<file path="src/rtl/regfile_pkg.sv">
// Shared types and helpers for the multi-port register file.
package regfile_pkg;

    typedef enum logic {
        CLEAR = 1'b0,
        READY = 1'b1
    } rf_state_e;

    localparam logic [63:0] RF_ZERO = 64'h0;

    function automatic int unsigned rf_depth(input int unsigned aw);
        return 32'd1 << aw;
    endfunction

endpackage

</file>
<file path="src/rtl/regfile_rd_port.sv">
// One registered read port: zero gating, write bypass and hold register.
module regfile_rd_port
    import regfile_pkg::*;
#(
    parameter int DATA_W   = 32,
    parameter int ADDR_W   = 5,
    parameter int ZERO_REG = 1,
    parameter int BYPASS   = 1
) (
    input  logic              clk,
    input  logic              rst,
    input  logic              en_i,
    input  logic              busy_i,
    input  logic [ADDR_W-1:0] addr_i,
    input  logic [DATA_W-1:0] mem_data_i,
    input  logic              wr_acc_i,
    input  logic [ADDR_W-1:0] wr_addr_i,
    input  logic [DATA_W-1:0] wr_data_i,
    output logic [DATA_W-1:0] data_o
);

    logic [DATA_W-1:0] data_q;
    logic [DATA_W-1:0] data_d;
    logic              is_zero;
    logic              hit;

    assign is_zero = (ZERO_REG != 0) && (addr_i == '0);
    assign hit     = (BYPASS != 0) && wr_acc_i
                     && (wr_addr_i == addr_i);

    always_comb begin
        data_d = mem_data_i;
        if (busy_i || is_zero) begin
            data_d = RF_ZERO[DATA_W-1:0];
        end else if (hit) begin
            data_d = wr_data_i;
        end
    end

    always_ff @(posedge clk or posedge rst) begin
        if (rst) begin
            data_q <= RF_ZERO[DATA_W-1:0];
        end else if (en_i) begin
            data_q <= data_d;
        end
    end

    assign data_o = data_q;

endmodule

</file>
<file path="src/rtl/regfile_mp.sv">
// Parametrised multi-read-port register file with a hardware clear sequencer.
module regfile_mp
    import regfile_pkg::*;
#(
    parameter int DATA_W   = 32,
    parameter int ADDR_W   = 5,
    parameter int NUM_RD   = 2,
    parameter int ZERO_REG = 1,
    parameter int BYPASS   = 1
) (
    input  logic                     clk,
    input  logic                     rst,
    input  logic                     clr,
    output logic                     busy,
    input  logic                     wr_en,
    input  logic [ADDR_W-1:0]        wr_addr,
    input  logic [DATA_W-1:0]        wr_data,
    output logic                     wr_drop,
    input  logic [NUM_RD-1:0]        rd_en,
    input  logic [NUM_RD*ADDR_W-1:0] rd_addr,
    output logic [NUM_RD*DATA_W-1:0] rd_data
);

    localparam int DEPTH = int'(rf_depth(ADDR_W));
    localparam logic [ADDR_W-1:0] LAST = ADDR_W'(DEPTH - 1);

    rf_state_e         state_q;
    rf_state_e         state_d;
    logic [ADDR_W-1:0] ptr_q;
    logic [ADDR_W-1:0] ptr_d;
    logic              wr_drop_q;
    logic              wr_drop_d;
    logic              wr_acc;
    logic              clearing;
    logic              zero_hit;

    logic [DATA_W-1:0] mem_q [DEPTH];

    assign clearing = (state_q == CLEAR);
    assign zero_hit = (ZERO_REG != 0) && (wr_addr == '0);
    assign wr_acc   = wr_en && !clearing && !clr && !zero_hit;

    always_comb begin
        state_d   = state_q;
        ptr_d     = ptr_q;
        wr_drop_d = wr_en && !wr_acc;
        unique case (state_q)
            CLEAR: begin
                if (clr) begin
                    ptr_d = '0;
                end else if (ptr_q == LAST) begin
                    state_d = READY;
                end else begin
                    ptr_d = ptr_q + 1'b1;
                end
            end
            READY: begin
                if (clr) begin
                    state_d = CLEAR;
                    ptr_d   = '0;
                end
            end
            default: begin
                state_d = CLEAR;
                ptr_d   = '0;
            end
        endcase
    end

    always_ff @(posedge clk or posedge rst) begin
        if (rst) begin
            state_q   <= CLEAR;
            ptr_q     <= '0;
            wr_drop_q <= 1'b0;
        end else begin
            state_q   <= state_d;
            ptr_q     <= ptr_d;
            wr_drop_q <= wr_drop_d;
        end
    end

    // Storage has no reset; the sequencer zeroes it after every reset.
    always_ff @(posedge clk) begin
        if (clearing) begin
            mem_q[ptr_q] <= RF_ZERO[DATA_W-1:0];
        end else if (wr_acc) begin
            mem_q[wr_addr] <= wr_data;
        end
    end

    assign busy    = clearing;
    assign wr_drop = wr_drop_q;

    for (genvar i = 0; i < NUM_RD; i++) begin : g_rd
        regfile_rd_port #(
            .DATA_W  (DATA_W),
            .ADDR_W  (ADDR_W),
            .ZERO_REG(ZERO_REG),
            .BYPASS  (BYPASS)
        ) u_port (
            .clk       (clk),
            .rst       (rst),
            .en_i      (rd_en[i]),
            .busy_i    (clearing),
            .addr_i    (rd_addr[i*ADDR_W +: ADDR_W]),
            .mem_data_i(mem_q[rd_addr[i*ADDR_W +: ADDR_W]]),
            .wr_acc_i  (wr_acc),
            .wr_addr_i (wr_addr),
            .wr_data_i (wr_data),
            .data_o    (rd_data[i*DATA_W +: DATA_W])
        );
    end

endmodule

</file>
<file path="config.mk">
export PLATFORM = sky130hd
export DESIGN_NAME = regfile_mp
export DESIGN_NICKNAME = d
export VERILOG_FILES = /design/src/rtl/regfile_pkg.sv /design/src/rtl/regfile_rd_port.sv /design/src/rtl/regfile_mp.sv
export SDC_FILE = /design/constraint.sdc
export NUM_CORES = 1
export LEC_CHECK = 0
export BUFFER_PORTS_ARGS = -buffer_cell sky130_fd_sc_hd__buf_2
export CORE_ASPECT_RATIO = 1.4
export CORE_MARGIN = 1
export CORE_UTILIZATION = 40
export DETAILED_ROUTE_END_ITERATION = 6
export GPL_TIMING_DRIVEN = 0
export SLEW_MARGIN = 20
export SYNTH_ARGS = -nofsm -noshare
export SYNTH_HDL_FRONTEND = slang
export SYNTH_SLANG_ARGS = --single-unit
</file>
<file path="constraint.sdc">
create_clock -name clk -period 4.5 [get_ports clk]
set_input_delay 0.45 -clock clk [delete_from_list [all_inputs] [get_ports clk]]
set_output_delay 0.45 -clock clk [all_outputs]
set_load 0.01 [all_outputs]
</file>
==> flow_summary.toml <==
[status]
status = "finished clean"

[final_layout]
finish.instance_area_um2 = 58300
fin_nets = 3195
areaGrowthSynthToFinish_pct = 15.0
layout_common_cells = "edfxtp_1, mux4_2, mux2i_1, a22oi_1, buf_2"
final_common_cell = "edfxtp_1"
drive_above_1_share_pct = 27.1
final_cells = 4866

[timing]
max_slew_margin_pct = 15.0
tightest_slew_ns = 1.27
postLayoutSetupSlackWorst_ns = 0.508
finalSetupTns_ns = 0
fin_crit_sh_pct = 88.7
finalSetupViolCount = 0
rsz0062_at_grt = "no"
final-hold-violation-count = 0
slew_viol_final = 0
fmax_mhz = 251
period_needed_ns = 3.99
fin_skew_ns = 0.0233

[routing]
vias = 31226
postRouteAntennaNets = 0
wirelength_um = 169000
drcViolationCount = 0
firstDrtPassIters = 6
drt_first_iter_violations = 3611
wl_per_cell_um = 34.8
avgViaCountPerCell = 6.42

[yosys]
synth_top_area_share_pct = 60.7
seq_area_frac_synth_pct = 64.2
netlist-cell-type-count = 38
yosys-top-cells-area = "edfxtp_1, mux4_2, mux2i_1"
syn_inst = 2866
synthesis.area_um2 = 50700
yosys_warnings = 0
synth_top_area_cell = "edfxtp_1"
synth_seq_cells = 1095
syn-num-nets = 2921
avgSynthCellArea_um2 = 17.7

[placed_design]
dpl.cell_count = 4666
postPlaceCellArea_um2 = 54900
pre_cts_slack_ns = 0.364
dp_hpwl_um = 123000
port_buffers = 108
gp_congestion = 0.926

[clock_tree]
cts-htree-levels = 3
clockBufferDepth = 3
cts_buffers = 101
worstSkewPairLatency_ns = 0.73
clk_pin_slew_ns = 0.07
cts_tree = "yes"
cts.sinks = 1095
cts-root-buf = "clkbuf_16"

[critical_path]
crit_required_ns = 4.91
cp-end-kind = "flop"
critPathArrivalTime_ns = 4.40
worstRegToRegCells = 9
critical_path_class = "in2reg"
worstPathMaxFanout = 17
startpoint_type = "input port"

[floorplanning]
die_height_um = 423
initial_utilization_pct = 40.3
pin_count = 119
die_w_um = 303
rows = 154
die-area_um2 = 128000
fp.coreArea_um2 = 126000

[min_path]
hold_path_depth = 4
hp-class = "in2reg"

[global_routing]
grt_pass1_vias = 31766
grt_pass1_wl_um = 233000
grt_use_total_pct = 26.3
grt_max_degree = 40
antenna_found_initial = 8
gr-total-overflow = 0

[power]
p_leak_nw = 18.2
p_per_area_nw_per_um2 = 370
ir_drop_uv = 307

[flow_run]
max_cap_violations = 0
## worst paths after layout
kind	startpoint	to	slack [ns]
hold / removal	wr_data[7]	g_rd[1].u_port.data_o[7]	0.14
hold reg to reg	ptr_q[0]	ptr_q[0]	0.63
max in group asynchronous	rst	g_rd[0].u_port.data_o[5]	3.48
min in group asynchronous	rst	g_rd[0].u_port.data_o[17]	0.33
setup reg to reg	state_q	mem_q[9][2]	0.51
setup / recovery	clr	mem_q[9][2]	0.51
## report_power, final
part | switching [mW] | leakage, nW | internal (mW) | total [mW]
Clock | 3.90 | 1.60 | 4.80 | 8.70
Sequential | 0.0478 | 9.03 | 11.1 | 11.1
Combinational | 1.09 | 7.54 | 0.616 | 1.70
## sequential cells by signal, summed over array words and instances, names as in the netlist
| register | flops |
|---|---|
| state_q | 1 |
| g_rd.u_port.data_o | 64 |
| wr_drop | 1 |
| mem_q | 1024 |
| ptr_q | 5 |
## routing by layer
metal	global-route usage, %	vias up	share of wire [%]
li1	-	12624	-
met1	31.1	16500	35
met2	46.4	1661	52
met3	4.64	437	8.5
met4	11.5	4	4.5
met5	0	-	0.015
## per-stage QoR
step / power (mW) / hold WS (ns) / utilization (%)
finish: 21.5 / 0.135 / 46.3
detailed placement: 13.0 / 0.528 / 43.6
global placement: 13.0 / 0.599 / 42.3
global route: 22.0 / 0.150 / 46.3
CTS: 21.5 / 0.0970 / 46.2
floorplan: 12.3 / 0.513 / -
## what timing repair did
action	CTS	global route
buffers inserted	0	0
endpoints found under the hold margin	39	0
gates resized for setup	0	0
hold buffers	3	0
## critical path, cell delays in order
cell	delay [ns]
dlygate4sd3_1	0.54
buf_2	0.17
and3b_1	0.21
buf_4	0.16
a21boi_4	0.33
clkbuf_1	0.81
o21a_1	0.27
nand2_1	0.36
nor2_4	0.78
buf_12	0.27
## synth_stat cells (all sizes together)
cell type	count
a21boi	1
a21oi	4
a221o	64
a221oi	128
a22oi	193
a32oi	3
and2	36
and3	1
and3b	1
buf	132
clkbuf	98
dfrtp	71
edfxtp	1024
ha	2
inv	105
mux2	1
mux2i	257
mux4	384
nand2	142
nand2b	2
nand3	3
nand3b	2
nand4	3
nor2	46
nor2b	6
nor3	3
nor3b	2
nor4	2
nor4b	2
o21a	1
o21ai	70
o22ai	64
xnor2	1
xor2	12
## logic make-up (layout without fill, tap and decap cells)
| kind of cell | count (synthesis) | after routing | synth area share [%] |
|---|---|---|---|
| fa+ha+maj | 2 | 2 | 0.0494 |
| xor+xnor | 13 | 13 | 0.225 |
| compound gates | 528 | 528 | 7.96 |
| simple gates | 251 | 251 | 2.25 |
| buf+inv | 335 | 696 | 3.17 |
| mux | 642 | 642 | 22.2 |
| other cells | 0 | 1 | 0 |
| flops | 1095 | 1095 | 64.2 |
## area by class of cell
cell class / count / area, µm²
plain buffers: 230 / 1210
clock buffers: 129 / 2720
well taps: 1638 / 2050
fillers: 10654 / 67500
multi-input cells: 1436 / 16800
flip-flops and latches: 1095 / 32500
diodes: 1 / 2.50
repair buffers: 171 / 1970
clock inverters: 61 / 551
inverters: 105 / 397
Power figures use the tool's default switching activity.
